File: src/rtl/kpscan_pkg.sv
// Shared types and helpers for the keypad scanner.
// Holds the scanner state encoding and the key-code width helper.
package kpscan_pkg;

  typedef enum logic [1:0] {
    ST_SCAN,
    ST_DEBOUNCE,
    ST_HELD,
    ST_RELEASE
  } state_t;

  function automatic int code_width(input int nrows, input int ncols);
    return (nrows * ncols > 1) ? $clog2(nrows * ncols) : 1;
  endfunction

endpackage

File: src/rtl/kpscan_dwell.sv
// Dwell counter for the keypad scanner: counts 0..DWELL-1 and wraps.
// o_sample marks the last cycle of each dwell, when the rows are sampled.
module kpscan_dwell #(
  parameter int DWELL = 4
) (
  input  logic i_clk,
  input  logic i_rst_n,
  output logic o_sample
);

  localparam int DW = $clog2(DWELL);
  localparam logic [DW-1:0] LAST = DW'(DWELL - 1);

  logic [DW-1:0] r_cnt;

  always_ff @(posedge i_clk or negedge i_rst_n) begin
    if (!i_rst_n)
      r_cnt <= '0;
    else if (r_cnt == LAST)
      r_cnt <= '0;
    else
      r_cnt <= r_cnt + DW'(1);
  end

  assign o_sample = (r_cnt == LAST);

endmodule

File: src/rtl/kpscan.sv
// Keypad matrix scanner: one-cold column drive, debounced press/release,
// and a single-entry valid/ready code output with a sticky overflow flag.
//
// state       | meaning
// ST_SCAN     | rotating the driven column, looking for any low row
// ST_DEBOUNCE | column frozen, counting samples equal to the latched rows
// ST_HELD     | press confirmed, waiting for all rows to go high
// ST_RELEASE  | counting all-high samples before resuming the scan
module kpscan
  import kpscan_pkg::*;
#(
  parameter int NROWS    = 4,
  parameter int NCOLS    = 4,
  parameter int DWELL    = 4,
  parameter int DEBOUNCE = 3
) (
  input  logic                                  clk,
  input  logic                                  reset_n,
  input  logic [NROWS-1:0]                      kpr,
  output logic [NCOLS-1:0]                      kpc,
  output logic [code_width(NROWS, NCOLS)-1:0]   key_code,
  output logic                                  key_valid,
  input  logic                                  key_ready,
  output logic                                  key_held,
  output logic                                  overflow
);

  localparam int CW  = code_width(NROWS, NCOLS);
  localparam int RW  = $clog2(NROWS);
  localparam int CLW = $clog2(NCOLS);
  localparam int MW  = $clog2(DEBOUNCE + 1);
  localparam logic [MW:0] DB_TC = (MW + 1)'(DEBOUNCE);

  state_t           r_state, w_state_nx;
  logic [NCOLS-1:0] r_kpc;
  logic [CLW-1:0]   r_col;
  logic [NROWS-1:0] r_pat;
  logic [MW-1:0]    r_match, w_match_nx;
  logic [CW-1:0]    r_code, w_code;
  logic             r_valid, r_ovf;
  logic             w_sample, w_idle, w_same, w_rotate, w_latch, w_confirm;
  logic [MW:0]      w_match_inc;
  logic [RW-1:0]    w_row;

  kpscan_dwell #(.DWELL(DWELL)) u_dwell (
    .i_clk    (clk),
    .i_rst_n  (reset_n),
    .o_sample (w_sample)
  );

  assign w_idle      = &kpr;
  assign w_same      = (kpr == r_pat);
  assign w_match_inc = {1'b0, r_match} + (MW + 1)'(1);

  // Lowest-index low row wins when several rows are pressed together.
  always_comb begin
    w_row = '0;
    for (int i = NROWS - 1; i >= 0; i--)
      if (!r_pat[i]) w_row = RW'(i);
    w_code = CW'(int'(w_row) * NCOLS + int'(r_col));
  end

  // A count already at DEBOUNCE on entry only happens when DEBOUNCE is 1;
  // that case resolves in one cycle without waiting for another sample.
  always_comb begin
    w_state_nx = r_state;
    w_match_nx = r_match;
    w_rotate   = 1'b0;
    w_latch    = 1'b0;
    w_confirm  = 1'b0;
    case (r_state)
      ST_SCAN: begin
        if (w_sample) begin
          if (w_idle) begin
            w_rotate = 1'b1;
          end else begin
            w_state_nx = ST_DEBOUNCE;
            w_latch    = 1'b1;
            w_match_nx = MW'(1);
          end
        end
      end
      ST_DEBOUNCE: begin
        if ({1'b0, r_match} >= DB_TC) begin
          w_confirm  = 1'b1;
          w_state_nx = ST_HELD;
        end else if (w_sample) begin
          if (w_same) begin
            w_match_nx = w_match_inc[MW-1:0];
            if (w_match_inc == DB_TC) begin
              w_confirm  = 1'b1;
              w_state_nx = ST_HELD;
            end
          end else begin
            w_state_nx = ST_SCAN;
            w_rotate   = 1'b1;
          end
        end
      end
      ST_HELD: begin
        if (w_sample && w_idle) begin
          w_state_nx = ST_RELEASE;
          w_match_nx = MW'(1);
        end
      end
      ST_RELEASE: begin
        if ({1'b0, r_match} >= DB_TC) begin
          w_state_nx = ST_SCAN;
          w_rotate   = 1'b1;
        end else if (w_sample) begin
          if (w_idle) begin
            w_match_nx = w_match_inc[MW-1:0];
            if (w_match_inc == DB_TC) begin
              w_state_nx = ST_SCAN;
              w_rotate   = 1'b1;
            end
          end else begin
            w_state_nx = ST_HELD;
          end
        end
      end
      default: w_state_nx = ST_SCAN;
    endcase
  end

  always_ff @(posedge clk or negedge reset_n) begin
    if (!reset_n) begin
      r_state <= ST_SCAN;
      r_kpc   <= {1'b0, {(NCOLS - 1){1'b1}}};
      r_col   <= CLW'(NCOLS - 1);
      r_pat   <= '1;
      r_match <= '0;
    end else begin
      r_state <= w_state_nx;
      r_match <= w_match_nx;
      if (w_rotate) begin
        r_kpc <= {r_kpc[0], r_kpc[NCOLS-1:1]};
        r_col <= (r_col == '0) ? CLW'(NCOLS - 1) : r_col - CLW'(1);
      end
      if (w_latch) r_pat <= kpr;
    end
  end

  // A pending code is never overwritten; a press arriving then is dropped.
  always_ff @(posedge clk or negedge reset_n) begin
    if (!reset_n) begin
      r_code  <= '0;
      r_valid <= 1'b0;
      r_ovf   <= 1'b0;
    end else begin
      if (w_confirm && (!r_valid || key_ready)) begin
        r_code  <= w_code;
        r_valid <= 1'b1;
      end else begin
        if (w_confirm) r_ovf <= 1'b1;
        if (r_valid && key_ready) r_valid <= 1'b0;
      end
    end
  end

  assign kpc       = r_kpc;
  assign key_code  = r_code;
  assign key_valid = r_valid;
  assign overflow  = r_ovf;
  assign key_held  = (r_state == ST_HELD) || (r_state == ST_RELEASE);

endmodule

File: config.mk
export PLATFORM = sky130hd
export DESIGN_NAME = kpscan
export DESIGN_NICKNAME = d
export VERILOG_FILES = /design/src/rtl/kpscan_pkg.sv /design/src/rtl/kpscan_dwell.sv /design/src/rtl/kpscan.sv
export SDC_FILE = /design/constraint.sdc
export NUM_CORES = 1
export LEC_CHECK = 0
export BUFFER_PORTS_ARGS = -buffer_cell sky130_fd_sc_hd__buf_2
export CORE_AREA = 2 2 48 50
export CTS_CLUSTER_SIZE = 10
export DETAILED_ROUTE_END_ITERATION = 10
export DIE_AREA = 0 0 50 52
export PLACE_DENSITY_LB_ADDON = 0.1
export SLEW_MARGIN = 20
export SYNTH_ARGS = -nofsm -noshare
export SYNTH_HDL_FRONTEND = slang
export SYNTH_SLANG_ARGS = --single-unit
File: constraint.sdc
create_clock -name clk -period 4.4 [get_ports clk]
set_input_delay 0.66 -clock clk [delete_from_list [all_inputs] [get_ports clk]]
set_output_delay 0.66 -clock clk [all_outputs]
set_load 0.01 [all_outputs]
==> out/results.ini, run 1 <==
[status]
status=finished, final reports clean

[detailed_routing]
vias_per_cell=5.57
drt-pass1-iter-count=4
drt-wirelength-per-cell_um=13.5
dr.first_iter.drc_count=19
ant_nets=0
drc_errors=0
via_count=807
drt-total-wl_um=1960

[clocking]
cts-resized-gates=0
numCtsBuffers=3
cts_tree=done
cts_setup_buffers=0
hold_buffers=0
cts_max_path_buffers=2
clkTransAtPathRegs_ps=120
clock-sinks=22
cts_max_level=1
clk-insertion-delay-late_ps=300
cts_root_buf=clkbuf_4

[placement]
routabilityCongestion=0.796
place_area_sq_mm=0.00124
io_buffers=17
hpwl_um=1500
place_ws_ps=2160

[critical_path]
slowest_delay_ps=570
worstSetupPathType=reg2reg
end_kind=flop
path_cells=xor2_1 > nor4_4 > a31oi_1 > nor2_2 > mux2_1
start_kind=flop
cp_max_fo=5
required_ps=4600
critPathArrivalTime_ps=2130
slowest_stage=dfstp_2

[yosys]
yosysUniqueCellTypes=39
ys_ff_latch=22
syn_area_per_cell_sq_um=11.4
synth_area_sq_mm=0.00115
seq_area_frac_synth=0.486
ys_async_sr_fraction=1.00
ys_warn_count=0
syn_inst=101
synth_edf_count=0
synth_flop_cell=dfrtp_1
syn_nets=112

[min_path]
hold_class=in2async

[global_route]
overflow=0
grt_start_max_net_pins=23
antenna_found_initial=0
grt_first_pass_wirelength_um=3460
grt_usage=0.178
grt_pass1_vias=787

[sta]
worst_pin_slew_ps=482
rsz0062_at_grt=no
hold_violations=0
period_needed_ps=1930
slew_viol_final=0
clock_skew_ps=2.23
timing.slew.headroom=0.678
period_share=0.439
fmax_ghz=0.517
final-setup-viol-count=0
finalSetupTns_ps=0
setup_slack_ps=2470

[floorplanning]
die_w_um=50
core_area_sq_mm=0.00211
chipHeight_um=52
start_util=0.548
io_pins=18
num_rows=17
dieArea_sq_mm=0.00260

[final_layout]
fin_util=0.604
diodes=0
area_growth_syn_to_layout_pct=10.1
nNetsFinal=129
drive_above_1_share=0.333
layout_common_cells=buf_2 (17), dfrtp_1 (13), nand2_1 (10), dfstp_2 (9), inv_1 (7)
final_common_cell=buf_2
finalInstanceArea_sq_mm=0.00127
fillers=188

[power_and_ir_drop]
power_density_mw_per_mm2=525
ir_worst_vdd_uv=336
p_leak_nw=0.611

[flow_run]
max_cap_viol_count=0

power by group:
part / internal (mW) / total, mW / switching (mW)
clock: 0.0353 / 0.0936 / 0.0583
combinational: 0.101 / 0.226 / 0.125
sequential: 0.283 / 0.348 / 0.0654
final cells by class:
cell class / instances / area, sq um / area share
tap: 28 / 35.0 / 0.0276
inverter: 7 / 26.3 / 0.0207
clock buffer: 4 / 26.3 / 0.0207
sequential: 22 / 562 / 0.442
timing repair buffer: 17 / 85.1 / 0.0669
multi-input combinational: 67 / 537 / 0.422
kinds of logic after synthesis:
logic type | share of synthesized area
xor+xnor | 0.0379
simple gates | 0.139
buf+inv | 0.0488
mux | 0.108
compound gates | 0.137
flops | 0.486
fa+ha+maj | 0.0433
flip-flops by register name (all words and copies together) (netlist names):
| register | flops |
|---|---|
| kpc | 4 |
| r_match | 2 |
| r_col | 2 |
| r_state | 2 |
| u_dwell.r_cnt | 2 |
| r_pat | 4 |
| key_valid | 1 |
| overflow | 1 |
| key_code | 4 |
per-layer routing:
metal	part of all wire	track usage	vias to the layer above	wire, um
met3	0.037	0.0345	2	73
met1	0.47	0.232	394	915
li1	-	-	390	-
met2	0.49	0.285	21	961
met4	0.0061	0.0833	0	12
met5	0	0	-	0
synth_stat cells, types with 2 or more instances:
cell type   n  area, sq um
dfrtp_1    13          325
ha_1        4         50.1
o22a_1      3         26.3
dfstp_2     9          236
mux2_4      4         60.1
mux2_1      4         45.0
mux2i_1     2         20.0
inv_1       7         26.3
buf_2       3         15.0
nand2_1    10         37.5
a31oi_1     2         12.5
nor2_1      6         22.5
xor2_1      4         35.0
nor2b_1     2         12.5
and3_1      3         18.8
nor2_2      2         12.5
metrics by stage:
step,cells,hold WS [ps],power (mW)
floorplan,101,364,0.518
global placement,141,413,0.574
detailed placement,141,424,0.581
CTS,145,305,0.677
global route,145,334,0.724
finish,145,298,0.668
critical path: cells and delay by family, from the launching register on:
kind                      cells  cell delay, ps
DFF                           1             570
and+or+nand+nor               2             630
AOI/OAI and AO/OA             1             190
xor gates and xnor gates      1             100
muxes                         1             340
final timing paths:
path	from	endpoint	slack (ps)	cells after the start
worst min register to register	u_dwell.r_cnt[0]	u_dwell.r_cnt[0]	440	1
worst min-delay path	reset_n	r_match[0]	300	1
worst max-delay path	r_pat[1]	key_code[0]	2470	5
max in group asynchronous	reset_n	r_col[0]	3750	1
min in group clk	u_dwell.r_cnt[0]	u_dwell.r_cnt[0]	440	1
worst max register to register	r_pat[1]	key_code[0]	2470	5
(Power assumes the default switching activity.)
==> run 2, diff against run 1 <==
--- a/config.mk
+++ b/config.mk
@@ -6,10 +6,10 @@
 export NUM_CORES = 1
 export LEC_CHECK = 0
 export BUFFER_PORTS_ARGS = -buffer_cell sky130_fd_sc_hd__buf_2
-export CORE_AREA = 2 2 48 50
+export CORE_AREA = 2 2 50 52
 export CTS_CLUSTER_SIZE = 10
 export DETAILED_ROUTE_END_ITERATION = 10
-export DIE_AREA = 0 0 50 52
+export DIE_AREA = 0 0 52 54
 export PLACE_DENSITY_LB_ADDON = 0.1
 export SLEW_MARGIN = 20
 export SYNTH_ARGS = -nofsm -noshare
==> constraint.sdc (replaced) <==
create_clock -name clk -period 2 [get_ports clk]
set_input_delay 0.3 -clock clk [delete_from_list [all_inputs] [get_ports clk]]
set_output_delay 0.3 -clock clk [all_outputs]
set_load 0.01 [all_outputs]
==> out/results.ini, run 2 (synthesis results as in run 1) <==
[floorplanning]
die_w_um=52  ; +4.0%
chipHeight_um=54  ; +3.8%
start_util=0.498  ; -0.0506
io_pins=18  ; unchanged
core_area_sq_mm=0.00232  ; +10%
dieArea_sq_mm=0.00281  ; +8.0%
num_rows=18  ; +1

[clocking]
cts_max_level=1  ; unchanged
clk-insertion-delay-late_ps=310  ; about the same
numCtsBuffers=3  ; unchanged
cts_tree=done
cts_root_buf=clkbuf_4
cts_max_path_buffers=2  ; unchanged
clkTransAtPathRegs_ps=130  ; about the same
clock-sinks=22  ; unchanged

[detailed_routing]
routed-wl-met3_um=81  ; +11%
wl_met2_um=1060  ; +10%
ant_nets=0  ; unchanged
drc_errors=0  ; unchanged
dr.first_iter.drc_count=12  ; -7
drt-wirelength-per-cell_um=14.0  ; +3.3%
wl_met1_um=953  ; +4.2%
vias_per_cell=5.28  ; -5.2%
drt-pass1-iter-count=4  ; unchanged
drt-total-wl_um=2110  ; +7.5%
via_count=797  ; -1.2%
routed.top_layer=met4

[sta]
timing.slew.headroom=0.680  ; +0.00175
worst_pin_slew_ps=480  ; -2.62 ps
hold_ws_ps=253  ; -44.8 ps
hold_violations=0  ; unchanged
clock_skew_ps=13.6  ; +11.4 ps
fmax_ghz=0.519  ; +0.39%
final-setup-viol-count=0  ; unchanged
setup_slack_ps=74.7  ; -2390 ps
period_needed_ps=1930  ; -7.51 ps
period_share=0.963  ; +0.523
slew_viol_final=0  ; unchanged

[final_layout]
area_growth_syn_to_layout_pct=15.4
drive_above_1_share=0.355  ; +0.0220
diodes=0  ; unchanged
nNetsFinal=133  ; +3.1%
layout_common_cells=buf_2 (17), dfrtp_1 (13), nand2_1 (10), dfstp_2 (9), inv_1 (7)
fillers=202  ; +7.4%
final_common_cell=buf_2
finalInstanceArea_sq_mm=0.00133  ; +4.8%
fin_cells=151  ; +4.1%

[global_route]
grt_pass1_vias=813  ; +3.3%
grt_start_max_net_pins=23  ; unchanged
overflow=0  ; unchanged
grt_usage=0.171  ; -0.00672
grt_first_pass_wirelength_um=3510  ; +1.4%
antenna_found_initial=0  ; unchanged

[power_and_ir_drop]
p_leak_nw=0.644  ; +5.4%
finalPower_mw=1.63  ; +140%
seqPwrFrac=0.469  ; -0.052
ir_worst_vdd_uv=752  ; +120%
pwr-share-clk=0.211  ; +0.071
netSwitchingFraction=0.346  ; -0.0263
power_density_mw_per_mm2=1220  ; +130%
p_sw_mw=0.562  ; +130%
comb_power_share=0.320  ; -0.018
p_int_mw=1.06  ; +150%

[critical_path]
worstSetupPathType=reg2reg
end_kind=flop
critPathArrivalTime_ps=2130  ; about the same
start_kind=flop
required_ps=2200  ; -2400 ps
cp_max_fo=6  ; +1

[placement]
routabilityCongestion=0.830  ; +4.3%
hpwl_um=1590  ; +6.2%
io_buffers=17  ; unchanged
place_area_sq_mm=0.00126  ; +1.4%
dpl.cell_count=145  ; +2.8%
place_ws_ps=101  ; -2060 ps

[min_path]
hold_class=in2reg

[flow_run]
max_cap_viol_count=0  ; unchanged

[status]
status=finished, final reports clean

## run 2: worst max-delay path: stages (launching register included)
cell	delay, ps
dfstp_2	600
xor2_1	110
nor4_4	370
buf_4	180
o32a_2	140
o21ai_4	100
mux2_4	310
## run 2: layer usage
| layer | global-route usage | vias up |
|---|---|---|
| met5 | 0 | - |
| met4 | 0.0789 | 0 |
| met3 | 0.0333 | 2 |
| met2 | 0.287 | 17 |
| met1 | 0.213 | 386 |
| li1 | - | 392 |
## run 2: repair_timing
item	4_1_cts	5_1_grt
resized for setup	0	0
endpoints found under the setup margin	0	3
hold buffers	1	0
buffers inserted	0	1
endpoints found under the hold margin	13	0
## run 2: area by class of cell
class                      count  area, sq um  area share
sequential                    22          562       0.422
multi-input combinational     67          537       0.403
timing repair buffer          21          118      0.0883
tap                           30         37.5      0.0282
clock inverter                 1         30.0      0.0225
inverter                       7         26.3      0.0197
clock buffer                   3         22.5      0.0169
## run 2: power groups by stage
stage | combinational [mW] | clock [mW] | sequential, mW
2_1_floorplan | 0.418 | 0 | 0.722
3_3_place_gp | 0.498 | 0 | 0.766
3_5_place_dp | 0.514 | 0 | 0.773
4_1_cts | 0.517 | 0.353 | 0.763
5_1_grt | 0.588 | 0.367 | 0.788
6_report | 0.520 | 0.343 | 0.763
## run 2: final timing paths
check | to | cells past startpoint | slack [ps] | startpoint
worst max-delay path | kpc[3] | 6 | 70 | r_pat[2]
worst min-delay path | r_pat[3] | 2 | 250 | kpr[3]
worst max register to register | kpc[3] | 6 | 70 | r_pat[2]
worst min register to register | u_dwell.r_cnt[0] | 1 | 430 | u_dwell.r_cnt[0]
max in group asynchronous | kpc[0] | 2 | 1180 | reset_n
min in group asynchronous | key_code[1] | 2 | 460 | reset_n
## run 2: through the flow
stage / TNS, ps / util
after detailed placement: 0 / 0.544
after floorplan: 0 / -
final: 0 / 0.574
after global placement: 0 / 0.544
after CTS: 0 / 0.571
after global routing: -11.5 / 0.574
